`config.mk`:
```
export PLATFORM = sky130hd
export DESIGN_NAME = hazard_unit
export DESIGN_NICKNAME = d
export VERILOG_FILES = /design/src/rtl/hazard_unit_pkg.sv /design/src/rtl/hazard_match.sv /design/src/rtl/hazard_unit.sv
export SDC_FILE = /design/constraint.sdc
export NUM_CORES = 1
export LEC_CHECK = 0
export BUFFER_PORTS_ARGS = -buffer_cell sky130_fd_sc_hd__buf_4
export CORE_MARGIN = 2
export CORE_UTILIZATION = 50
export DETAILED_ROUTE_END_ITERATION = 7
export MAX_ROUTING_LAYER = met4
export PLACE_DENSITY = 0.75
export SYNTH_ARGS = -nofsm -noshare
export SYNTH_HDL_FRONTEND = slang
export SYNTH_SLANG_ARGS = --single-unit
```
`constraint.sdc`:
```
create_clock -name clk -period 6.61 [get_ports clk]
set_input_delay 0.661 -clock clk [delete_from_list [all_inputs] [get_ports clk]]
set_output_delay 0.661 -clock clk [all_outputs]
set_load 0.03 [all_outputs]
```
`src/rtl/hazard_unit_pkg.sv`:
```
// Shared pipeline definitions: scoreboard entry record, forwarding-select codes
// and small helpers used by the hazard unit and its match cells.
package hazard_unit_pkg;

  localparam int REG_W   = 5;
  localparam int CNT_W   = 32;
  localparam int NUM_SRC = 2;

  // Scoreboard slots, youngest first.
  localparam int SB_EX    = 0;
  localparam int SB_MEM   = 1;
  localparam int SB_WB    = 2;
  localparam int SB_DEPTH = 3;

  typedef enum logic [1:0] {
    FWD_ID    = 2'b00,
    FWD_EXMEM = 2'b01,
    FWD_MEMWB = 2'b10
  } fwd_sel_e;

  typedef struct packed {
    logic             valid;
    logic [REG_W-1:0] rd;
    logic             we;
    logic             load;
  } sb_entry_t;

  localparam sb_entry_t SB_EMPTY = '0;

  // An invalid instruction carries no producer information at all.
  function automatic sb_entry_t sb_pack(input logic valid, input logic [REG_W-1:0] rd,
                                        input logic we, input logic load);
    sb_entry_t e;
    e = SB_EMPTY;
    if (valid) begin
      e.valid = 1'b1;
      e.rd    = rd;
      e.we    = we;
      e.load  = load;
    end
    return e;
  endfunction

  function automatic logic [CNT_W-1:0] sat_inc(input logic [CNT_W-1:0] v, input logic en);
    if (en && (v != {CNT_W{1'b1}})) begin
      return v + 1'b1;
    end
    return v;
  endfunction

endpackage

```
`src/rtl/hazard_match.sv`:
```
// One scoreboard entry compared against one ID source register.
// hit_load_o flags a match against a load still waiting for its data.
module hazard_match
  import hazard_unit_pkg::*;
(
  input  sb_entry_t        entry_i,
  input  logic [REG_W-1:0] src_i,
  input  logic             use_i,
  output logic             hit_o,
  output logic             hit_load_o
);

  // x0 is hardwired, so a producer targeting it never creates a dependency.
  assign hit_o = entry_i.valid & entry_i.we & (entry_i.rd != '0) &
                 use_i & (entry_i.rd == src_i);

  assign hit_load_o = hit_o & entry_i.load;

endmodule

```
`src/rtl/hazard_unit.sv`:
```
// Pipeline hazard unit: EX/MEM/WB producer scoreboard, load-use stall,
// branch flush, registered operand-forwarding selects and perf counters.
module hazard_unit
  import hazard_unit_pkg::*;
(
  input  logic              clk,
  input  logic              rst_n,
  input  logic              id_valid,
  input  logic [REG_W-1:0]  id_rs1,
  input  logic [REG_W-1:0]  id_rs2,
  input  logic              id_use_rs1,
  input  logic              id_use_rs2,
  input  logic [REG_W-1:0]  id_rd,
  input  logic              id_we,
  input  logic              id_is_load,
  input  logic              ex_branch_taken,
  output logic              stall_pc,
  output logic              stall_ifid,
  output logic              bubble_idex,
  output logic              flush_ifid,
  output logic [1:0]        fwd_a,
  output logic [1:0]        fwd_b,
  output logic [CNT_W-1:0]  stall_cnt,
  output logic [CNT_W-1:0]  flush_cnt
);

  sb_entry_t        sb_q [SB_DEPTH];
  sb_entry_t        ex_d;
  fwd_sel_e         fwd_q [NUM_SRC];
  fwd_sel_e         fwd_d [NUM_SRC];
  logic [CNT_W-1:0] stall_cnt_q;
  logic [CNT_W-1:0] flush_cnt_q;

  logic [REG_W-1:0] src_w      [NUM_SRC];
  logic             use_w      [NUM_SRC];
  logic             hit_w      [SB_DEPTH][NUM_SRC];
  logic             hit_load_w [SB_DEPTH][NUM_SRC];

  logic load_use_w;
  logic flush_w;
  logic stall_w;
  logic bubble_w;

  assign src_w[0] = id_rs1;
  assign src_w[1] = id_rs2;
  assign use_w[0] = id_valid & id_use_rs1;
  assign use_w[1] = id_valid & id_use_rs2;

  generate
    for (genvar gi = 0; gi < SB_DEPTH; gi++) begin : g_entry
      for (genvar gj = 0; gj < NUM_SRC; gj++) begin : g_src
        hazard_match u_match (
          .entry_i    (sb_q[gi]),
          .src_i      (src_w[gj]),
          .use_i      (use_w[gj]),
          .hit_o      (hit_w[gi][gj]),
          .hit_load_o (hit_load_w[gi][gj])
        );
      end
    end
  endgenerate

  // A taken branch kills the ID instruction anyway, so it overrides any stall.
  assign load_use_w = hit_load_w[SB_EX][0] | hit_load_w[SB_EX][1];
  assign flush_w    = rst_n & ex_branch_taken;
  assign stall_w    = rst_n & load_use_w & ~ex_branch_taken;
  assign bubble_w   = flush_w | stall_w;

  assign stall_pc    = stall_w;
  assign stall_ifid  = stall_w;
  assign bubble_idex = bubble_w;
  assign flush_ifid  = flush_w;

  assign ex_d = bubble_w ? SB_EMPTY : sb_pack(id_valid, id_rd, id_we, id_is_load);

  // Newest producer wins; a WB match reads the write-first register file.
  always_comb begin
    for (int i = 0; i < NUM_SRC; i++) begin
      fwd_d[i] = FWD_ID;
      if (bubble_w) begin
        fwd_d[i] = FWD_ID;
      end else if (hit_w[SB_EX][i] && !hit_load_w[SB_EX][i]) begin
        fwd_d[i] = FWD_EXMEM;
      end else if (hit_w[SB_MEM][i]) begin
        fwd_d[i] = FWD_MEMWB;
      end else if (hit_w[SB_WB][i]) begin
        fwd_d[i] = FWD_ID;
      end
    end
  end

  always_ff @(posedge clk or negedge rst_n) begin
    if (!rst_n) begin
      for (int i = 0; i < SB_DEPTH; i++) begin
        sb_q[i] <= SB_EMPTY;
      end
      for (int i = 0; i < NUM_SRC; i++) begin
        fwd_q[i] <= FWD_ID;
      end
      stall_cnt_q <= '0;
      flush_cnt_q <= '0;
    end else begin
      sb_q[SB_WB]  <= sb_q[SB_MEM];
      sb_q[SB_MEM] <= sb_q[SB_EX];
      sb_q[SB_EX]  <= ex_d;
      for (int i = 0; i < NUM_SRC; i++) begin
        fwd_q[i] <= fwd_d[i];
      end
      stall_cnt_q <= sat_inc(stall_cnt_q, stall_w);
      flush_cnt_q <= sat_inc(flush_cnt_q, flush_w);
    end
  end

  assign fwd_a     = fwd_q[0];
  assign fwd_b     = fwd_q[1];
  assign stall_cnt = stall_cnt_q;
  assign flush_cnt = flush_cnt_q;

endmodule

```
After elaboration in Yosys (flattened, before gate mapping)
Index checks and enable logic that the tools add are counted.

storage, ports and cells
  output and inout bits = 72
  bits of input ports = 23
  register bits = 83

operators by class
  equality and inequality tests = 6
  multiplexer cells = 12
  add/sub/neg operators = 2
  bitwise logic cells = 22
  reduce and logical (&&, ||, !) cells = 8

operator list
  cell                                                              number
  32-bit by 1-bit adder with 32-bit output (second input constant)  2
  32-bit 2-to-1 mux                                                 2
  32-bit != test (second input constant)                            2
  5-bit equality test                                               4
  1-bit bitwise AND                                                 19
  8-bit 2-to-1 mux                                                  2
  2-bit 2-to-1 mux                                                  6
  5-bit nonzero test                                                2
  1-bit logical AND                                                 4
  1-bit zero test                                                   2
  1-bit 2-to-1 mux                                                  2
  1-bit OR                                                          2
  1-bit inverter                                                    1

Depth between registers and ports, before layout
Gate-level depths: netlist of run 1.

  word-level depth = 10
  gate-level depth with buffers = 7

Modules after synthesis
Synthesis of run 1 repeated with hierarchy kept, for this count alone.

second synthesis, totals
  cells, all modules = 386
  area, all modules = 4156.5 um2

modules (own cells, without submodules)
  module        cells an instance  area an instance (um2)  instances
  hazard_unit   338                3811.2                  1
  hazard_match  12                 86.3                    4

Worst setup path after synthesis of run 1
OpenSTA, ideal clock, no wires.

  path type = input to output
  from = input port id_rs2[4]
  to = output port stall_pc
  arrival = 2.224 ns
  stages on the path = 6
  data required time = 5.949 ns
  setup slack = 3.725 ns
  path through = xor2_1 nor4_2 nand4_2 a2111oi_4 buf_6 buf_4

between the ends
  longest elaborated chain between the ends = 6

ends and longest elaborated chain
  element                          RTL line            RTL
  from (decl)                      hazard_unit.sv:10   input logic [REG_W-1:0] id_rs2,
  5-bit equality test              hazard_match.sv:15  use_i & (entry_i.rd == src_i);
  1-bit bitwise AND                hazard_match.sv:15
  1-bit bitwise AND                hazard_match.sv:17  assign hit_load_o = hit_o & entry_i.load;
  1-bit OR                         hazard_unit.sv:64   assign load_use_w = hit_load_w[SB_EX][0] | hit_load_w[SB_EX][1];
  1-bit bitwise AND (2 in series)  hazard_unit.sv:66   assign stall_w = rst_n & load_use_w & ~ex_branch_taken;
  to (decl)                        hazard_unit.sv:17   output logic stall_pc,

Every way passes these cells.

Final worst setup path of run 1
  from = register sb_q[21] in the netlist's numbering
  to = output port stall_ifid

between the ends
  longest elaborated chain between the ends = 8
  elaborated cells between the ends (all ways) = 13
  those cells by class = eq/ne: 2; bitwise: 10; reduce/logical: 1

ends and longest elaborated chain
  element                              RTL line            RTL
  from (decl)                          hazard_unit.sv:27   sb_entry_t sb_q [SB_DEPTH];
  from (signal, indexed assignment)    hazard_unit.sv:103  sb_q[SB_WB] <= sb_q[SB_MEM];
  from (signal, indexed assignment)    hazard_unit.sv:104  sb_q[SB_MEM] <= sb_q[SB_EX];
  5-bit nonzero test                   hazard_match.sv:14  assign hit_o = entry_i.valid & entry_i.we & (entry_i.rd != '0) &
  1-bit bitwise AND (2 in series)      hazard_match.sv:14
  1-bit bitwise AND                    hazard_match.sv:15
  1-bit bitwise AND                    hazard_match.sv:17
  1-bit OR (*)                         hazard_unit.sv:64
  1-bit bitwise AND (*) (2 in series)  hazard_unit.sv:66
  to (decl)                            hazard_unit.sv:18   output logic stall_ifid,

Every way passes the cells marked *; elsewhere a longest branch is shown, timed or not.

==> results of run 1 <==
## final timing paths
path                                                from                         to  slack, ns  cells after the start
worst max-delay path                  sb_q[21]$_DFF_PN0_                 stall_ifid       3.47                      6
worst min-delay path                  sb_q[23]$_DFF_PN0_         sb_q[15]$_DFF_PN0_       0.40                      0
worst max register to register  stall_cnt[1]$_DFFE_PN0P_   stall_cnt[1]$_DFFE_PN0P_       4.05                      6
worst min register to register        sb_q[23]$_DFF_PN0_         sb_q[15]$_DFF_PN0_       0.40                      0
max in group asynchronous                          rst_n  flush_cnt[22]$_DFFE_PN0P_       5.35                      2
min in group asynchronous                          rst_n         fwd_b[0]$_DFF_PN0_       0.59                      2
## per-stage QoR
stage          setup slack, ns  cell area, um^2  std cells  utilization (%)  hold slack, ns
3_5_place_dp              3.53             4750        549             61.8           0.384
5_1_grt                   3.30             4970        565             64.6           0.411
3_3_place_gp              3.54             4750        549             61.8           0.379
6_report                  3.47             4970        565             64.6           0.404
4_1_cts                   3.47             4970        565             64.6           0.403
2_1_floorplan             3.72             3960        358                -           0.365
## cells by family after synthesis
logic type | after synthesis
and+or+nand+nor | 167
DFF | 83
xor gates and xnor gates | 79
AOI/OAI and AO/OA | 12
buffers and inverters | 11
muxes | 4
adders and majority gates | 2
## state kept, by name (all words and copies together) (netlist names)
name       cells
flush_cnt     32
stall_cnt     32
sb_q          15
fwd_b          2
fwd_a          2
## routing by layer
layer,vias up,share of wire [%],global-route usage (%)
met2,87,47,33.3
li1,1480,-,-
met1,1518,47,28.6
met4,0,1.8,8.21
met3,15,4.7,3.82
met5,-,0,-
## worst register-to-register path: stages, from the launching register on
cell and delay [ns]:
dfrtp_1 0.43, ha_1 0.21, nand3_1 0.08, nor2_1 0.27, nand4_1 0.78, nand2_2 0.34, mux2_1 0.34
## where the power goes
part	internal [mW]	total (mW)	switching (mW)
Clock	0.214	0.397	0.183
Combinational	0.0582	0.139	0.0803
Sequential	0.530	0.561	0.0306
## area by class of cell
type                            count  area (um^2)
Fill cell                         644         2720
Sequential cell                    83         2080
Multi-Input combinational cell    264         1810
Timing Repair Buffer               96          721
Clock buffer                       10          128
Tap cell                          102          128
Clock inverter                      6         88.8
Inverter                            4         15.0
## cell usage in the layout, fill, tap and decap left out, drive strengths merged, types with 3 or more instances in the layout
master | synthesis | final
buf | 5 | 96
and2 | 10 | 10
mux2 | 4 | 4
nor4 | 9 | 9
a2111oi | 3 | 3
and3 | 15 | 15
nand2 | 25 | 25
o311ai | 3 | 3
nor3 | 8 | 8
dfrtp | 83 | 83
and4 | 3 | 3
nand3 | 30 | 30
nor2 | 20 | 20
nand4 | 34 | 34
inv | 4 | 5
xnor2 | 51 | 51
nand4b | 3 | 3
xor2 | 28 | 28
clkbuf | 2 | 10
==> flow_metrics.py, run 1 <==
metrics = {
    "clock_tree": {
        "insertion_delay_ns": 0.35,
        "post_cts_resized": 0,
        "cts_sinks": 83,
        "htreeDepth": 3,
        "clock_path_buffers": 2,
        "cts_hold_buf": 0,
        "cts_buffers": 9,
        "cts_tree": "done",
        "path_clk_slew_ns": 0.08,
        "clock-root-buffer": "clkbuf_8",
        "post_cts_buffers": 0,
    },
    "grt": {
        "grt.overflow.total": 0,
        "antenna_found_initial": 0,
        "grt_pass1_vias": 3007,
        "grt_max_degree": 84,
        "globalRouteTotalUtil_pct": 21.6,
        "grt_pass1_wl_um": 14400,
    },
    "yosys": {
        "synth-adder-area-share_pct": 0.632,
        "synth_xor_area_share_pct": 17.5,
        "synth_most_common_cell": "dfrtp_1",
        "netlist_area_um2": 3960,
        "synth_nets": 383,
        "ys_warn_count": 0,
        "post-synth-top-area-fraction_pct": 52.5,
        "synth-edff-count": 0,
        "ys.flop_type": "dfrtp_1",
        "yosysSeqAreaShare_pct": 52.5,
        "synth.distinct_cells": 41,
        "async_reset_ff_share_pct": 100,
        "netlist_instances": 358,
        "synth_mux_area_share_pct": 1.14,
        "netlist_top_cells_count": "83 x dfrtp_1, 51 x xnor2_1, 33 x nand4_1",
        "yosys.area_share.simple_pct": 23.6,
        "synth_compound_area_share_pct": 2.97,
        "synth_top_cell_by_area": "dfrtp_1",
        "synth.avg_cell_area_um2": 11.1,
        "netlist_top_cells_area": "dfrtp_1 52%, xnor2_1 11%, xor2_1 6.2%",
        "synth_top_family_by_area": "simple AND/OR/NAND/NOR gates",
        "synth-seq-cells": 83,
    },
    "timing": {
        "timing.final.crit_share_pct": 47.5,
        "hold_violations": 0,
        "fin_skew_ns": 0.00961,
        "fmax_ghz": 0.319,
        "tightest_slew_ns": 1.02,
        "slew_headroom_pct": 32.3,
        "period_minus_slack_ns": 3.14,
        "setup_viol": 0,
        "final.setup.tns_ns": 0,
        "rsz0062_at_grt": "no",
        "slew_violations": 0,
    },
    "setup_path": {
        "critical_path_arrival_ns": 2.48,
        "cp_cell_sequence": "xor2_1 -> nor4_1 -> nand4_1 -> a2111oi_4 -> buf_4 -> buf_4",
        "crit_family": "buffers and inverters",
        "critPathRequiredTime_ns": 5.95,
        "critPathCaptureType": "output pin",
        "worstSetupPathType": "flip-flop to output pin",
        "slowest_stage": "dfrtp_1",
        "critPathMaxFanout": 34,
        "slowest_delay_ns": 0.44,
        "critPathLaunchType": "flip-flop",
        "timing.critical_path.mode_cell": "buf_4",
        "path_buf_inv": 2,
    },
    "power_and_ir_drop": {
        "peakVddDrop_v": 0.000163,
        "powerDensity_nw_per_um2": 221,
        "p_leak_nw": 2.34,
        "total_power_mw": 1.10,
    },
    "cells_and_area": {
        "drive_gt1_share_pct": 26.1,
        "area_growth_pct": 25.5,
        "diodes": 0,
        "nNetsFinal": 483,
    },
    "floorplanning": {
        "die_h_um": 93.0,
        "row_count": 32,
        "ioPinCount": 95,
        "die_area_um2": 8640,
        "fp.coreArea_um2": 7690,
        "start_util_pct": 51.5,
        "die_x_um": 93.0,
    },
    "drt": {
        "drc": 0,
        "num_vias": 3100,
        "ant_nets": 0,
        "drt_pass1_iterations": 4,
        "drt_first_iter_violations": 143,
        "routedWlPerCell_um": 15.2,
        "viasPerCell": 5.49,
        "wirelength_um": 8610,
    },
    "min_path": {
        "min_path_type": "flip-flop to flip-flop",
    },
    "placed_design": {
        "globalplace.congestion": 0.843,
        "dpl.hpwl_um": 6270,
        "port_buffers": 94,
    },
    "run_status": {
        "outcome": "complete, no violations",
    },
    "run": {
        "maxCapViolCount": 0,
    },
}
Note: power is estimated with default switching activity, not from simulation.
==> inputs of run 2 (changes only) <==
--- a/config.mk
+++ b/config.mk
@@ -7,10 +7,10 @@
 export LEC_CHECK = 0
 export BUFFER_PORTS_ARGS = -buffer_cell sky130_fd_sc_hd__buf_4
 export CORE_MARGIN = 2
-export CORE_UTILIZATION = 50
+export CORE_UTILIZATION = 48
 export DETAILED_ROUTE_END_ITERATION = 7
 export MAX_ROUTING_LAYER = met4
-export PLACE_DENSITY = 0.75
+export PLACE_DENSITY = 0.76
 export SYNTH_ARGS = -nofsm -noshare
 export SYNTH_HDL_FRONTEND = slang
 export SYNTH_SLANG_ARGS = --single-unit
==> constraint.sdc (replaced) <==
create_clock -name clk -period 2.6 [get_ports clk]
set_input_delay 0.26 -clock clk [delete_from_list [all_inputs] [get_ports clk]]
set_output_delay 0.26 -clock clk [all_outputs]
set_load 0.03 [all_outputs]
==> run 2 against run 1 <==
Effect of this change:
- core utilization is 1.1 points lower
- largest power group unchanged
- via count is 2.6% higher
- critical path depth is 1 lower
- first-iteration DRC count is 15% higher
- setup slack worse by 3.4 ns
- non-clock buffer count is 15 higher
- hold slack worse by 0.29 ns
- die area is 4.0% higher
- highest routed layer unchanged
- final area is 3.5% higher
- sequential share of layout area is 1.4 points lower
- cell count is 3.2% higher
==> flow_metrics.py, run 2 (same netlist as run 1, synthesis figures left out) <==
metrics = {
    "floorplanning": {
        "start_util_pct": 48.9,
        "die_x_um": 94.8,
        "die_h_um": 94.8,
        "die_area_um2": 8990,
        "ioPinCount": 95,
        "row_count": 33,
        "fp.coreArea_um2": 8090,
    },
    "cells_and_area": {
        "area_growth_pct": 29.9,
        "finalNonFillerCells": 583,
        "register_area_um2": 2080,
        "fillers": 677,
        "diodes": 0,
        "final_cell_mix": "107 x buf_4, 82 x dfrtp_1, 51 x xnor2_1",
        "drive_gt1_share_pct": 29.1,
        "nNetsFinal": 498,
        "layout_commonest_cell": "buf_4",
        "multiInputGateArea_um2": 1830,
        "postLayoutCoreUtil_pct": 63.5,
    },
    "clock_tree": {
        "cts_tree": "done",
        "cts_sinks": 83,
        "path_clk_slew_ns": 0.08,
        "cts_hold_buf": 0,
        "clock-root-buffer": "clkbuf_8",
        "insertion_delay_ns": 0.35,
        "cts_buffers": 9,
        "htreeDepth": 3,
        "clock_path_buffers": 2,
    },
    "timing": {
        "period_minus_slack_ns": 2.54,
        "timing.final.crit_share_pct": 97.7,
        "fmax_ghz": 0.394,
        "rsz0062_at_grt": "yes",
        "fin_skew_ns": 0.0120,
        "setup_viol": 0,
        "slew_headroom_pct": 33.0,
        "slew_violations": 0,
        "tightest_slew_ns": 1.01,
        "hold_violations": 0,
    },
    "grt": {
        "globalRouteTotalUtil_pct": 21.8,
        "grt.overflow.total": 0,
        "grt_pass1_vias": 3076,
        "grt_pass1_wl_um": 14800,
        "grt_max_degree": 84,
        "antenna_found_initial": 0,
    },
    "drt": {
        "viasPerCell": 5.46,
        "drt_first_iter_violations": 164,
        "num_vias": 3181,
        "wirelength_um": 9000,
        "ant_nets": 0,
        "drt_pass1_iterations": 4,
        "routedWlPerCell_um": 15.4,
        "drc": 0,
    },
    "power_and_ir_drop": {
        "pwr-share-seq_pct": 52.7,
        "peakVddDrop_v": 0.000586,
        "p_int_mw": 1.97,
        "switching_share_pct": 27.3,
        "pwr-share-comb_pct": 13.3,
        "powerDensity_nw_per_um2": 527,
        "p_leak_nw": 2.41,
        "netSwitchingPower_uw": 739,
        "p_clk_share_pct": 34.0,
    },
    "run": {
        "maxCapViolCount": 0,
    },
    "setup_path": {
        "critical_path_arrival_ns": 2.28,
        "critPathRequiredTime_ns": 2.34,
        "critPathMaxFanout": 6,
        "worstSetupPathType": "flip-flop to output pin",
        "critPathLaunchType": "flip-flop",
        "critPathCaptureType": "output pin",
    },
    "run_status": {
        "outcome": "complete, no violations",
    },
    "placed_design": {
        "port_buffers": 94,
        "dpl.hpwl_um": 6370,
        "globalplace.congestion": 0.907,
        "numPlacedInstances": 557,
    },
    "min_path": {
        "min_path_type": "input pin to flip-flop",
    },
}
==> run 2: through the flow <==
| step | power [mW] | hold slack [ns] | setup slack (ns) | instance area [um^2] | TNS, ns |
|---|---|---|---|---|---|
| after floorplan | 1.63 | -0.0356 | 0.351 | 3960 | 0 |
| after global placement | 1.80 | 0.380 | 0.299 | 4810 | 0 |
| after detailed placement | 1.81 | 0.384 | 0.203 | 4810 | 0 |
| after CTS | 2.73 | 0.102 | 0.0156 | 5080 | 0 |
| after global routing | 2.84 | 0.105 | -0.0656 | 5140 | -0.213 |
| final | 2.71 | 0.118 | 0.0607 | 5140 | 0 |
==> run 2: critical path: stages, from the launching register on <==
cell,delay (ns)
dfrtp_2,0.45
or4_1,0.53
o211ai_2,0.35
a211oi_2,0.10
or2_2,0.32
buf_4,0.18
==> run 2: final timing paths <==
check | cells after the start | startpoint | slack [ns] | to
max reg2reg | 8 | sb_q[19]$_DFF_PN0_ | 0.12 | stall_cnt[30]$_DFFE_PN0P_
min reg2reg | 0 | sb_q[17]$_DFF_PN0_ | 0.40 | sb_q[9]$_DFF_PN0_
min in group asynchronous | 2 | rst_n | 0.22 | sb_q[23]$_DFF_PN0_
max | 5 | sb_q[21]$_DFF_PN0_ | 0.06 | bubble_idex
min | 2 | id_rd[3] | 0.12 | sb_q[21]$_DFF_PN0_
max in group asynchronous | 2 | rst_n | 1.69 | sb_q[21]$_DFF_PN0_
==> run 2: repair_timing <==
action,4_1_cts,5_1_grt
cloned,1,0
resized for setup,1,8
setup endpoints to repair,2,20
endpoints found under the hold margin,0,0
buffers inserted,5,4
pin swaps,2,6
==> run 2: cell type report <==
type | count | share of cell area [%]
inverters | 4 | 0.292
repair buffers | 111 | 17.3
flip-flops and latches | 83 | 40.4
multi-input cells | 264 | 35.6
clock inverters | 4 | 0.973
well taps | 105 | 2.56
clock buffers | 12 | 2.82
==> run 2: routing by layer <==
layer  vias up  track usage (%)  share of wire (%)
met1      1560             28.1                 45
met3        14             3.91                4.8
met4         0             9.54                1.6
li1       1508                -                  -
met2        99             33.9                 49
met5         -                -                  0
==> run 2: power by group through the flow <==
stage | clock network (mW) | registers, mW | logic (mW)
after floorplan | 0 | 1.53 | 0.109
after global placement | 0 | 1.45 | 0.351
after detailed placement | 0 | 1.45 | 0.361
after CTS | 0.944 | 1.43 | 0.361
after global routing | 0.999 | 1.44 | 0.396
final | 0.921 | 1.43 | 0.361
==> inputs of run 3 (changes only) <==
--- a/config.mk
+++ b/config.mk
@@ -6,11 +6,13 @@
 export NUM_CORES = 1
 export LEC_CHECK = 0
 export BUFFER_PORTS_ARGS = -buffer_cell sky130_fd_sc_hd__buf_4
+export CELL_PAD_IN_SITES_DETAIL_PLACEMENT = 1
+export CELL_PAD_IN_SITES_GLOBAL_PLACEMENT = 1
 export CORE_MARGIN = 2
-export CORE_UTILIZATION = 48
+export CORE_UTILIZATION = 37
 export DETAILED_ROUTE_END_ITERATION = 7
 export MAX_ROUTING_LAYER = met4
-export PLACE_DENSITY = 0.76
+export PLACE_DENSITY = 0.75
 export SYNTH_ARGS = -nofsm -noshare
 export SYNTH_HDL_FRONTEND = slang
 export SYNTH_SLANG_ARGS = --single-unit
==> run 3 against run 2 <==
Effect of this change:
- the run now ends with negative setup slack left
- sequential cell count unchanged
- power is 2.0% higher
- clock power grew 4.2%
- sequential share of layout area is 0.32 points lower
- sequential power about the same
- clock skew up 0.0047 ns
- largest power group unchanged
- count of clock-buffer cells in the layout fell by 3
- die area increased by 28%
- largest cell class unchanged
- wire length up 17%
- combinational power increased by 4%
==> flow_metrics.py, run 3 (same netlist as run 1, synthesis figures left out) <==
metrics = {
    "run_status": {
        "outcome": "finished with violations",
        "violations": "negative setup slack",
    },
    "drt": {
        "drc": 0,
        "wirelength_um": 10500,
        "num_vias": 3231,
        "ant_nets": 0,
        "routedWlPerCell_um": 17.1,
        "drt_first_iter_violations": 103,
        "drt_pass1_iterations": 4,
        "viasPerCell": 5.25,
    },
    "cells_and_area": {
        "drive_gt1_share_pct": 28.8,
        "diodes": 0,
        "nNetsFinal": 499,
        "final_cell_mix": "107 x buf_4, 82 x dfrtp_1, 51 x xnor2_1",
        "area_growth_pct": 31.0,
        "design_area_um2": 5180,
        "layout_commonest_cell": "buf_4",
    },
    "grt": {
        "grt_pass1_vias": 3303,
        "grt_max_degree": 45,
        "globalRouteTotalUtil_pct": 19.4,
        "grt_pass1_wl_um": 17000,
        "antenna_found_initial": 0,
        "grt.overflow.total": 0,
    },
    "power_and_ir_drop": {
        "powerDensity_nw_per_um2": 533,
        "switching_share_pct": 29.3,
        "p_int_mw": 1.95,
        "peakVddDrop_v": 0.000447,
        "p_leak_nw": 2.42,
        "netSwitchingPower_uw": 810,
        "pwr-share-comb_pct": 13.5,
        "pwr-share-seq_pct": 51.7,
        "p_clk_share_pct": 34.8,
        "total_power_mw": 2.76,
    },
    "floorplanning": {
        "die_area_um2": 11500,
        "die_x_um": 107,
        "die_h_um": 107,
        "start_util_pct": 38.2,
        "row_count": 37,
        "fp.coreArea_um2": 10400,
        "ioPinCount": 95,
    },
    "timing": {
        "rsz0062_at_grt": "yes",
        "period_minus_slack_ns": 2.60,
        "fmax_ghz": 0.384,
        "fin_ws_ns": -0.000823,
        "slew_headroom_pct": 62.5,
        "hold_violations": 0,
        "fin_skew_ns": 0.0167,
        "setup_viol": 1,
        "timing.final.crit_share_pct": 100,
        "tightest_slew_ns": 0.563,
        "slew_violations": 0,
    },
    "setup_path": {
        "reg2reg_from": "sb_q[21]$_DFF_PN0_",
        "critPathMaxFanout": 4,
        "critical_path_arrival_ns": 2.34,
        "reg2regPathDepth": 8,
        "critPathLaunchType": "flip-flop",
        "critPathRequiredTime_ns": 2.34,
        "worstSetupPathType": "flip-flop to output pin",
        "critPathCaptureType": "output pin",
        "r2r-end": "stall_cnt[28]$_DFFE_PN0P_",
        "rrSetupSlack_ns": 0.01,
    },
    "clock_tree": {
        "cts_sinks": 83,
        "cts_tree": "done",
        "cts_buffers": 9,
        "path_clk_slew_ns": 0.09,
        "insertion_delay_ns": 0.36,
        "htreeDepth": 3,
        "clock_path_buffers": 2,
        "clock-root-buffer": "clkbuf_8",
    },
    "placed_design": {
        "globalplace.congestion": 0.916,
        "port_buffers": 94,
        "dp_slack_ns": 0.170,
        "dpl.hpwl_um": 7610,
        "dpl_cell_area_um2": 4860,
    },
    "min_path": {
        "min_path_type": "input pin to flip-flop",
        "hold_start": "id_rd[0]",
        "holdPathEnd": "sb_q[18]$_DFF_PN0_",
        "worstHoldPathCells": 2,
    },
    "run": {
        "maxCapViolCount": 0,
    },
}
## run 3: cell count changes in the layout (fill, tap and decap cells not counted), sizes merged
cell | previous run | this run
clkinv | 1 | 2
inv | 4 | 7
clkinvlp | 2 | 1
clkbuf | 13 | 10
dlygate4sd3 | 0 | 1
## run 3: what timing repair did
action,4_1_cts,5_1_grt
pin swaps,3,5
endpoints found under the hold margin,12,0
resized for setup,2,5
endpoints found under the setup margin,3,20
gates cloned,1,0
hold buffers,1,0
setup buffers,5,2
## run 3: cell type report
class                   instances  area, um^2
fillers                      1173        5190
flip-flops and latches         83        2080
multi-input cells             264        1820
repair buffers                112         901
well taps                     136         170
clock buffers                   9         124
clock inverters                 7        73.8
inverters                       4        15.0
## run 3: metrics by stage
step,TNS [ns],instances,hold slack [ns],util [%]
final,-0.000823,615,0.112,50.0
after global routing,-0.597,615,0.0918,50.0
after CTS,-0.0000235,613,0.0863,49.6
after detailed placement,0,590,0.382,46.9
after global placement,0,590,0.386,46.9
after floorplan,0,358,-0.0356,-
## run 3: worst max-delay path, stage by stage (launching register included)
cell and delay (ns):
dfrtp_2 0.45, xor2_1 0.19, nor4_2 0.31, nand4_2 0.21, a2111oi_4 0.47, clkbuf_16 0.23, buf_8 0.12
## run 3: power by group through the flow
stage | Clock, mW | Sequential (mW) | Combinational [mW]
after floorplan | 0 | 1.53 | 0.109
after global placement | 0 | 1.45 | 0.365
after detailed placement | 0 | 1.45 | 0.375
after CTS | 0.997 | 1.43 | 0.378
after global routing | 1.04 | 1.44 | 0.404
final | 0.960 | 1.43 | 0.374
## run 3: metal layers
layer  global-route usage, %  part of all wire [%]  wire length (um)  vias to the layer above
met3                    4.00                   4.4               465                       13
met2                    32.0                    49              5160                       80
met1                    24.3                    45              4740                     1632
met5                       -                     0                 0                        -
met4                    5.68                   1.2               131                        0
li1                        -                     -                 -                     1506
## run 3: worst max-delay path by stage
stage / from / slack [ns] / to
after detailed placement: sb_q[21]$_DFF_PN0_ / 0.17 / stall_cnt[28]$_DFFE_PN0P_
after global routing: sb_q[22]$_DFF_PN0_ / -0.12 / stall_pc
after global placement: sb_q[21]$_DFF_PN0_ / 0.27 / stall_cnt[30]$_DFFE_PN0P_
after floorplan: sb_q[22]$_DFF_PN0_ / 0.35 / stall_pc
after CTS: sb_q[22]$_DFF_PN0_ / -0.00002 / stall_pc
final: sb_q[21]$_DFF_PN0_ / -0.0008 / stall_pc
